==> src/rtl/fb_pkg.sv <==
// Shared definitions for the framebuffer rectangle writer: screen defaults,
// FSM state encoding and pixel packing.
package fb_pkg;

  localparam int H_RES_DEF     = 640;
  localparam int V_RES_DEF     = 480;
  localparam int BYTES_PER_PIX = 4;

  typedef enum logic [2:0] {
    IDLE     = 3'd0,
    SETUP    = 3'd1,
    WRITE    = 3'd2,
    NEXT_ROW = 3'd3,
    DONE     = 3'd4
  } state_t;

  function automatic logic [31:0] pack_rgb(input logic [7:0] r, input logic [7:0] g,
                                           input logic [7:0] b);
    return {8'h00, r, g, b};
  endfunction

endpackage

==> src/rtl/fb_rect_clip.sv <==
// Combinational clipper: exclusive right/bottom bounds, empty flag and the
// byte address of the rectangle's top-left pixel.
module fb_rect_clip
  import fb_pkg::*;
#(
  parameter logic [31:0] FB_BASE = 32'h0000_0000,
  parameter int          H_RES   = H_RES_DEF,
  parameter int          V_RES   = V_RES_DEF,
  parameter int          ADDR_W  = 27
) (
  input  logic [9:0]        x,
  input  logic [9:0]        y,
  input  logic [9:0]        w,
  input  logic [9:0]        h,
  output logic [10:0]       x1,
  output logic [10:0]       y1,
  output logic              empty,
  output logic [ADDR_W-1:0] start_addr
);

  localparam logic [10:0] H_LIM = 11'(H_RES);
  localparam logic [10:0] V_LIM = 11'(V_RES);

  logic [10:0] x_end;
  logic [10:0] y_end;
  logic [31:0] byte_addr;

  // Sums are one bit wider than the operands so 1023+1023 cannot wrap.
  always_comb begin
    x_end     = {1'b0, x} + {1'b0, w};
    y_end     = {1'b0, y} + {1'b0, h};
    x1        = (x_end > H_LIM) ? H_LIM : x_end;
    y1        = (y_end > V_LIM) ? V_LIM : y_end;
    empty     = (w == 10'd0) || (h == 10'd0) || ({1'b0, x} >= H_LIM) || ({1'b0, y} >= V_LIM);
    byte_addr = FB_BASE + (32'(y) * 32'(H_RES) + 32'(x)) * 32'(BYTES_PER_PIX);
    start_addr = byte_addr[ADDR_W-1:0];
  end

endmodule

==> src/rtl/fb_rect_writer.sv <==
// Avalon-MM write master filling clipped single-colour rectangles into the
// framebuffer. Define FB_OUTLINE_EN to add cmd_outline (border-only drawing).
module fb_rect_writer
  import fb_pkg::*;
#(
  parameter logic [31:0] FB_BASE = 32'h0000_0000,
  parameter int          H_RES   = H_RES_DEF,
  parameter int          V_RES   = V_RES_DEF,
  parameter int          ADDR_W  = 27
) (
  input  logic              CLOCK_50,
  input  logic              rst,
  input  logic              cmd_valid,
  output logic              cmd_ready,
  input  logic [9:0]        cmd_x,
  input  logic [9:0]        cmd_y,
  input  logic [9:0]        cmd_w,
  input  logic [9:0]        cmd_h,
  input  logic [23:0]       cmd_color,
`ifdef FB_OUTLINE_EN
  input  logic              cmd_outline,
`endif
  output logic              busy,
  output logic              done,
  output logic [ADDR_W-1:0] avm_address,
  output logic              avm_write,
  output logic [31:0]       avm_writedata,
  output logic [3:0]        avm_byteenable,
  input  logic              avm_waitrequest
);

  localparam logic [ADDR_W-1:0] ROW_STEP = ADDR_W'(H_RES * BYTES_PER_PIX);
  localparam logic [ADDR_W-1:0] PIX_STEP = ADDR_W'(BYTES_PER_PIX);

  state_t            state, state_nxt;
  logic              ready_en;
  logic [9:0]        x0, y0, w_q, h_q;
  logic [9:0]        col, row;
  logic [ADDR_W-1:0] row_addr;
  logic [10:0]       x1, y1;
  logic              empty;
  logic [ADDR_W-1:0] start_addr;
  logic              beat_ok, last_col, last_row, skip_mid;
  logic [10:0]       col_next;
`ifdef FB_OUTLINE_EN
  logic              outline_q;
`endif

  fb_rect_clip #(
    .FB_BASE(FB_BASE),
    .H_RES  (H_RES),
    .V_RES  (V_RES),
    .ADDR_W (ADDR_W)
  ) u_clip (
    .x         (x0),
    .y         (y0),
    .w         (w_q),
    .h         (h_q),
    .x1        (x1),
    .y1        (y1),
    .empty     (empty),
    .start_addr(start_addr)
  );

  assign avm_byteenable = 4'hF;
  assign beat_ok        = (state == WRITE) && !avm_waitrequest;
  assign last_col       = ({1'b0, col} == x1 - 11'd1);
  assign last_row       = ({1'b0, row} == y1 - 11'd1);

  // Middle rows of an outline jump straight from the left to the right edge.
`ifdef FB_OUTLINE_EN
  assign skip_mid = outline_q && (row != y0) && !last_row && (col == x0);
`else
  assign skip_mid = 1'b0;
`endif
  assign col_next = skip_mid ? (x1 - 11'd1) : ({1'b0, col} + 11'd1);

  always_ff @(posedge CLOCK_50 or posedge rst) begin
    if (rst) state <= IDLE;
    else     state <= state_nxt;
  end

  always_comb begin
    // NOTE: every output gets a default first so no path can infer a latch.
    state_nxt = state;
    cmd_ready = 1'b0;
    busy      = 1'b1;
    done      = 1'b0;
    avm_write = 1'b0;
    case (state)
      IDLE: begin
        busy      = 1'b0;
        cmd_ready = ready_en;
        if (cmd_valid && ready_en) state_nxt = SETUP;
      end
      SETUP:    state_nxt = empty ? DONE : WRITE;
      WRITE: begin
        avm_write = 1'b1;
        if (beat_ok && last_col) state_nxt = last_row ? DONE : NEXT_ROW;
      end
      NEXT_ROW: state_nxt = WRITE;
      DONE: begin
        done      = 1'b1;
        state_nxt = IDLE;
      end
      default:  state_nxt = IDLE;
    endcase
  end

  always_ff @(posedge CLOCK_50 or posedge rst) begin
    if (rst) begin
      ready_en      <= 1'b0;
      x0            <= '0;
      y0            <= '0;
      w_q           <= '0;
      h_q           <= '0;
      col           <= '0;
      row           <= '0;
      row_addr      <= '0;
      avm_address   <= '0;
      avm_writedata <= '0;
`ifdef FB_OUTLINE_EN
      outline_q     <= 1'b0;
`endif
    end else begin
      // NOTE: non-blocking assignments so every register samples pre-edge values.
      ready_en <= 1'b1;
      case (state)
        IDLE: if (cmd_valid && ready_en) begin
          x0            <= cmd_x;
          y0            <= cmd_y;
          w_q           <= cmd_w;
          h_q           <= cmd_h;
          avm_writedata <= pack_rgb(cmd_color[23:16], cmd_color[15:8], cmd_color[7:0]);
`ifdef FB_OUTLINE_EN
          outline_q     <= cmd_outline;
`endif
        end
        SETUP: begin
          col         <= x0;
          row         <= y0;
          row_addr    <= start_addr;
          avm_address <= start_addr;
        end
        WRITE: if (beat_ok && !last_col) begin
          col         <= col_next[9:0];
          avm_address <= avm_address + ADDR_W'(col_next - {1'b0, col}) * PIX_STEP;
        end
        NEXT_ROW: begin
          row         <= row + 10'd1;
          col         <= x0;
          row_addr    <= row_addr + ROW_STEP;
          avm_address <= row_addr + ROW_STEP;
        end
        default: ;
      endcase
    end
  end

endmodule

==> config.mk <==
export PLATFORM = sky130hd
export DESIGN_NAME = fb_rect_writer
export DESIGN_NICKNAME = d
export VERILOG_FILES = /design/src/rtl/fb_pkg.sv /design/src/rtl/fb_rect_clip.sv /design/src/rtl/fb_rect_writer.sv
export SDC_FILE = /design/constraint.sdc
export NUM_CORES = 1
export LEC_CHECK = 0
export BUFFER_PORTS_ARGS = -buffer_cell sky130_fd_sc_hd__buf_2
export CORE_MARGIN = 3
export CORE_UTILIZATION = 52
export DETAILED_ROUTE_END_ITERATION = 7
export PLACE_DENSITY = 0.75
export SYNTH_ARGS = -nofsm -noshare
export SYNTH_HDL_FRONTEND = slang
export SYNTH_HIERARCHICAL = 1
export SYNTH_SLANG_ARGS = --single-unit
==> constraint.sdc <==
create_clock -name CLOCK_50 -period 5.4 [get_ports CLOCK_50]
set_clock_uncertainty 0.15 [all_clocks]
set_input_delay 1.62 -clock CLOCK_50 [delete_from_list [all_inputs] [get_ports CLOCK_50]]
set_output_delay 1.62 -clock CLOCK_50 [all_outputs]
set_load 0.005 [all_outputs]
==> results by group, run 1 <==
CTS
  • CTS tree: yes
  • Worst-case clock buffer depth: 2
  • Clock sink count: 142
  • Clock latency at the later pin of the worst-skew pair: 430 ps
  • CTS clk-pin slew, worst paths: 80 ps
  • H-tree Lvls: 4
  • Total CTS buffers: 17
  • CTS Root Cell: clkbuf_16
  • Hold_buf cts: 0

Detailed routing
  • Pre-antenna DRT Iters: 7
  • ANT nets after route: 0
  • WL/cell: 17.7 µm
  • Drt drc: 0
  • Final WL: 29700 µm
  • Via-to-Cell Ratio: 5.94
  • Vias: 9937
  • Iter 0 DRT Violations: 830

Synthesis
  • Sequential fraction of the synthesis area: 31.5%
  • Cell taking the most area after synthesis: dfrtp_1
  • EDFF count, synth: 0
  • Post-synth cell types: 85
  • Top cell type's share of synthesized area: 31.5%
  • FFs w/ async S/R, synth: 100%
  • Top cells by area, synth: dfrtp_1 (32%), ha_1 (8.5%), mux2_2 (6.6%)
  • Seq cells post-synth: 142
  • Syn. warnings: 6
  • Main flop type after synthesis: dfrtp_1
  • Average size of a mapped cell: 8.82 µm²
  • Post-synthesis cell area: 0.0113 mm²
  • Main combinational cell family by area after synthesis: compound AO/OA/AOI/OAI gates
  • Post-synthesis mux area share: 8.10%
  • Simple-Gate Fraction of Synth Area: 17.7%
  • Post-Synth XOR/XNOR Area: 8.15%
  • Syn Inst Count: 1279
  • Post-synthesis compound-gate area fraction: 19.4%
  • Adder-cell area share of the yosys netlist: 9.43%

Global routing
  • GRT Util Overall: 24.7%
  • First-pass GRT wire length: 48300 µm
  • GRT Residual Overflow: 0
  • Initial antenna violation count: 0
  • Vias in the first global route: 9580
  • Largest net degree at the start of global routing: 69

STA
  • Tmin final: 5190 ps
  • Min Hold Slack: 332 ps
  • Final Hold Fails: 0
  • Max-slew violation count: 0
  • Setup TNS: 0 ps
  • Number of setup violations in the final report: 0
  • Ratio of final minimum period to clock period: 96.0%
  • Slew headroom: 40.2%
  • Worst Tran Pin Value: 895 ps
  • RSZ-0062 raised after global routing: yes
  • Max Clk Rate: 193 MHz

Cells and area
  • Ant. Diodes: 0
  • Share of post-route cells with drive strength above 1: 20.9%
  • Synth-to-Final Area Change: 13.5%
  • Fin nets: 1536
  • FILL cells: 1804
  • Seq. cell area: 0.00356 mm²
  • Area of the multi-input gates: 0.00727 mm²

Worst hold path
  • Hold Path Sink: row_addr[6]
  • Hold Startpoint: row_addr[6]
  • Hold WC Path Type: flop to flop
  • WHS Path Cells: 2

Pwr
  • Clk pwr share: 15.5%
  • Logic pwr share: 67.0%
  • Sw power: 3480 µW
  • P_int: 4180 µW
  • Maximum vdd drop: 0.357 mV
  • Sequential share of power: 17.5%
  • Switching share of total power: 45.4%
  • PwrDens: 598 mW/mm²
  • Leak pwr: 0.00613 µW

Flow run
  • # Max-Cap Violations: 0

Setup path
  • Worst reg2reg endpoint: avm_address[25]
  • Maximum fanout along the worst path: 6
  • Worst EP required: 5550 ps
  • Worst EP arrival: 5330 ps
  • Critical path class: flop to flop
  • Reg2Reg Depth: 21
  • R2R setup slack: 210 ps
  • CP Launch Type: flop
  • Reg-to-reg critical path startpoint: col[1]
  • Critical Path Sink Type: flop

Floorplan
  • FP Rows: 53
  • Core Area: 0.0212 mm²
  • Die area: 0.0235 mm²
  • Die height: 153 µm
  • Initial Util: 53.3%
  • Die span in x: 153 µm
  • I/O Pins: 135

Placed design
  • RD Place Congestion: 0.941
  • Final HPWL DP: 22100 µm
  • Port Buf Inserts: 122

Outcome
  • Status: finished, final reports clean
==> cells in the mapped netlist, drive strengths merged, types with 7 or more instances <==
cell type / number
o21ai: 64
a222oi: 12
nor2b: 11
nand3b: 7
o21a: 10
mux2i: 17
nor4: 16
dfrtp: 142
o22ai: 12
nand2b: 15
xor2: 40
buf: 41
xnor2: 65
nor3: 24
a21o: 19
mux2: 66
nand4: 13
a21oi: 111
a31oi: 19
or2: 10
nand2: 117
nand3: 46
and3: 8
ha: 77
o211ai: 9
inv: 49
nor2: 91
a211oi: 9
nor4b: 7
and2: 10
clkbuf: 42
==> worst max-delay path by stage <==
stage | from | to | slack [ps] | cells past startpoint
6_report | col[1] | avm_address[25] | 210 | 21
5_1_grt | col[1] | avm_address[25] | -80 | 21
4_1_cts | col[1] | avm_address[21] | 20 | 20
3_5_place_dp | col[1] | avm_address[21] | 20 | 20
3_3_place_gp | col[1] | avm_address[25] | 210 | 21
2_1_floorplan | col[0] | avm_address[25] | 430 | 21
==> power groups by stage <==
stage / clock network [µW] / logic [µW] / registers (µW)
after floorplan: 0 / 3780 / 1330
after global placement: 0 / 4810 / 1360
after detailed placement: 0 / 4820 / 1360
after CTS: 1200 / 4910 / 1340
after global routing: 1250 / 5690 / 1360
final: 1190 / 5130 / 1340
==> final cells by class <==
cell class	count	area share (%)
Timing Repair Buffer	151	6.76
Tap cell	275	2.69
Clock inverter	14	1.14
Inverter	49	1.47
Clock buffer	18	3.43
Sequential cell	142	27.8
Multi-Input combinational cell	1025	56.7
==> worst max-delay path: stages (launching register included) <==
cell and delay, ps:
dfrtp_2 450, ha_1 250, nand3_1 120, inv_1 50
ha_1 300, xnor2_1 200, nor2_1 90, a311oi_2 350
nor3_1 130, a221o_1 390, a31oi_1 180, xor2_1 90
a22o_1 210, ha_1 230, a2111oi_2 290, o21ai_1 160
a21oi_2 170, o21ai_2 100, a311o_1 460, a311oi_1 380
xor2_1 230, a31oi_1 110
==> per-stage QoR <==
stage                     total power, µW  utilization (%)  area, µm²  setup WS, ps  cells
after floorplan                      5110                -      11400           427   1299
after detailed placement             6190             57.3      12100          22.2   1640
final                                7660             60.5      12800           215   1674
after global placement               6160             57.3      12100           213   1640
after CTS                            7450             60.1      12700          16.8   1672
after global routing                 8300             60.5      12800         -76.2   1674
==> cell families after synthesis <==
kind of cell | Yosys count
compound gates | 333
xor+xnor | 105
fa+ha+maj | 82
buf+inv | 132
flops | 142
mux | 83
other cells | 3
simple gates | 399
==> repair_timing <==
item,CTS,global route
setup endpoints to repair,1,20
setup buffers,0,2
pin swaps,0,11
gates cloned,0,0
gates resized for setup,1,19
==> placed cells by master (no fill, tap or decap), types with 15 or more instances in the layout <==
cell type and n:
mux2i_1 17, nor2_1 88, a21o_1 19, clkbuf_16 17, ha_1 77, a31oi_1 19
nand2b_1 15, mux2_2 66, nand2_1 116, o21ai_0 59, nand3_1 46, a21oi_1 109
xor2_1 40, dfrtp_1 140, xnor2_1 65, buf_4 26, inv_1 48, conb_1 23
nor3_1 24, buf_2 122
==> flip-flops by register name, indices dropped and copies added (netlist names) <==
name,cells
avm_address,27
avm_writedata,24
col,10
h_q,10
ready_en,1
row,10
row_addr,27
state,3
w_q,10
x0,10
y0,10
==> routing by layer <==
layer	share of wire, %	track usage, %	vias up
met2	47	40.3	322
met5	0	0	-
li1	-	-	4840
met4	1.7	5.98	0
met3	6.7	5.24	37
met1	45	33.8	4738
Note: power is estimated with default switching activity, not from simulation.
==> run 2, diff against run 1 <==
- CORE_ASPECT_RATIO: unset -> 1.2
- CORE_UTILIZATION: 52 -> 54
- MAX_ROUTING_LAYER: unset -> met4
- PLACE_DENSITY: 0.75 -> 0.78
==> run 2 against run 1 <==
  * The flow now finishes with violations (design-rule violations)
  * Register-to-register slack better by 70 ps
  * Global-route usage is 2.7 points higher
  * Cell area is 0.36% lower
  * Worst setup slack better by 65 ps
  * Combinational power hardly changed
  * Routed wire length is 0.38% higher
  * Final cell count is 0.96% lower
  * Critical endpoint is now avm_address[21]
==> results by group, run 2 (synthesis results as in run 1) <==
Setup path
  • Critical Path Sink Type: flop
  • Critical path class: flop to flop
  • Maximum fanout along the worst path: 6 (unchanged)
  • CP Launch Type: flop
  • Worst EP arrival: 5280 ps (-50 ps)
  • Worst EP required: 5560 ps (about the same)

Detailed routing
  • Iter 0 DRT Violations: 922 (+11%)
  • Pre-antenna DRT Iters: 8 (+1)
  • Final WL: 29800 µm (+0.38%)
  • Via-to-Cell Ratio: 6.09 (+2.5%)
  • Drt drc: 5 (+5)
  • ANT nets after route: 0 (unchanged)
  • WL/cell: 18.0 µm (+1.3%)
  • Vias: 10100 (+1.5%)

CTS
  • Clock latency at the later pin of the worst-skew pair: 430 ps (about the same)
  • Worst-case clock buffer depth: 2 (unchanged)
  • CTS clk-pin slew, worst paths: 70 ps (about the same)
  • H-tree Lvls: 4 (unchanged)
  • Clock sink count: 142 (unchanged)
  • Setup Fix Bufs, Post-CTS: 0 (unchanged)
  • CTS tree: yes
  • Total CTS buffers: 17 (unchanged)
  • CTS Root Cell: clkbuf_16

STA
  • Worst Tran Pin Value: 1140 ps (+245 ps)
  • Final Hold Fails: 0 (unchanged)
  • Tmin final: 5120 ps (-65.0 ps)
  • Setup TNS: 0 ps (unchanged)
  • Ratio of final minimum period to clock period: 94.8% (-1.2 points)
  • Number of setup violations in the final report: 0 (unchanged)
  • Max-slew violation count: 0 (unchanged)
  • Max Clk Rate: 195 MHz (+1.3%)
  • Slew headroom: 23.7% (-16 points)

Floorplan
  • Core Area: 0.0204 mm² (-3.6%)
  • FP Rows: 57 (+7.5%)
  • Die area: 0.0227 mm² (-3.5%)
  • Die height: 164 µm (+7.2%)
  • Initial Util: 55.3% (+2.0 points)
  • I/O Pins: 135 (unchanged)
  • Die span in x: 138 µm (-10%)

Global routing
  • GR Util met3: 4.63% (-0.61 points)
  • First-pass GRT wire length: 48600 µm (+0.73%)
  • GRT Residual Overflow: 0 (unchanged)
  • Gr busiest metal: met2
  • GRT Util Overall: 27.4% (+2.7 points)
  • Initial antenna violation count: 0 (unchanged)
  • GR Util met2: 43.6% (+3.2 points)
  • Vias in the first global route: 9896 (+3.3%)
  • Largest net degree at the start of global routing: 143 (+110%)
  • GR Util met1: 35.6% (+1.7 points)

Cells and area
  • Share of post-route cells with drive strength above 1: 20.6% (-0.34 points)
  • Most frequent cells in the layout: dfrtp_1 (139), buf_2 (122), nand2_1 (117), a21oi_1 (109), nor2_1 (88)
  • Area of the multi-input gates: 0.00726 mm² (about the same)
  • Finished Cell Area: 0.0128 mm² (-0.36%)
  • Largest regs: avm_address (27), row_addr (27), avm_writedata (24)
  • Seq. cell area: 0.00356 mm² (about the same)
  • Synth-to-Final Area Change: 13.1%
  • FILL cells: 1737 (-3.7%)
  • Most common library cell in the layout ignoring fill and taps: dfrtp_1
  • Fin nets: 1530 (-0.39%)
  • Ant. Diodes: 0 (unchanged)

Pwr
  • Leak pwr: 0.00611 µW (-0.25%)
  • Maximum vdd drop: 0.407 mV (+14%)
  • Final Power: 7710 µW (+0.60%)
  • PwrDens: 604 mW/mm² (+0.96%)

Placed design
  • RD Place Congestion: 0.924 (-1.7%)
  • Final HPWL DP: 21700 µm (-1.6%)
  • DP Area: 0.0121 mm² (-0.35%)
  • Port Buf Inserts: 122 (unchanged)

Worst hold path
  • Hold WC Path Type: flop to flop

Outcome
  • Status: complete, but fails checks
  • Failing checks: design-rule violations

Flow run
  • # Max-Cap Violations: 0 (unchanged)
[run 2: repair_timing]
item	4_1_cts	5_1_grt
endpoints found under the setup margin	0	14
endpoints found under the hold margin	0	0
resized for setup	0	17
hold buffers	0	0
[run 2: stage by stage]
step / setup slack, ps / util, % / cells / hold slack, ps
after floorplan: 427 / - / 1299 / 290
after global placement: 207 / 59.2 / 1626 / 309
after detailed placement: 56.7 / 59.2 / 1626 / 315
after CTS: 23.6 / 62.2 / 1658 / 330
after global routing: -35.6 / 62.6 / 1658 / 365
final: 280 / 62.6 / 1658 / 332
[run 2: worst max-delay path, stage by stage (launching register included)]
cell and delay, ps:
dfrtp_2 450, ha_1 260, nand3_1 120, inv_1 50, ha_1 300, xnor2_1 140
buf_4 150, or4b_1 580, a211oi_2 260, o21ai_0 120, nand3_1 160, inv_1 120
ha_1 350, a21o_1 200, a211o_1 250, a21oi_1 100, o21ai_0 140, a311o_1 490
xnor2_1 170, a222oi_1 320, a21oi_1 110
[run 2: worst paths after layout]
kind,cells after the start,end,slack (ps),startpoint
worst max-delay path,20,avm_address[21],280,col[0]
worst min-delay path,2,row_addr[0],330,row_addr[0]
worst max register to register,20,avm_address[21],280,col[0]
worst min register to register,2,row_addr[0],330,row_addr[0]
max in group asynchronous,3,state[1],3230,rst
min in group asynchronous,3,w_q[4],1240,rst
[run 2: where the power goes]
group          switching (µW)  internal [µW]  total [µW]  leakage [µW]
Clock                     542            671        1210      0.000292
Sequential                133           1210        1350       0.00184
Combinational            2830           2320        5150       0.00398
[run 2: area by class of cell]
cell class	count	area share, %
clock buffers	18	3.44
clock inverters	14	1.24
inverters	49	1.47
multi-input cells	1025	56.9
flip-flops and latches	142	27.9
well taps	265	2.60
repair buffers	145	6.43
[run 2: layer usage]
layer	vias up	part of all wire, %	routed length [µm]
li1	4827	-	-
met1	4770	42	12500
met2	425	47	14100
met3	69	7.4	2200
met4	0	3.0	907
met5	-	0	0
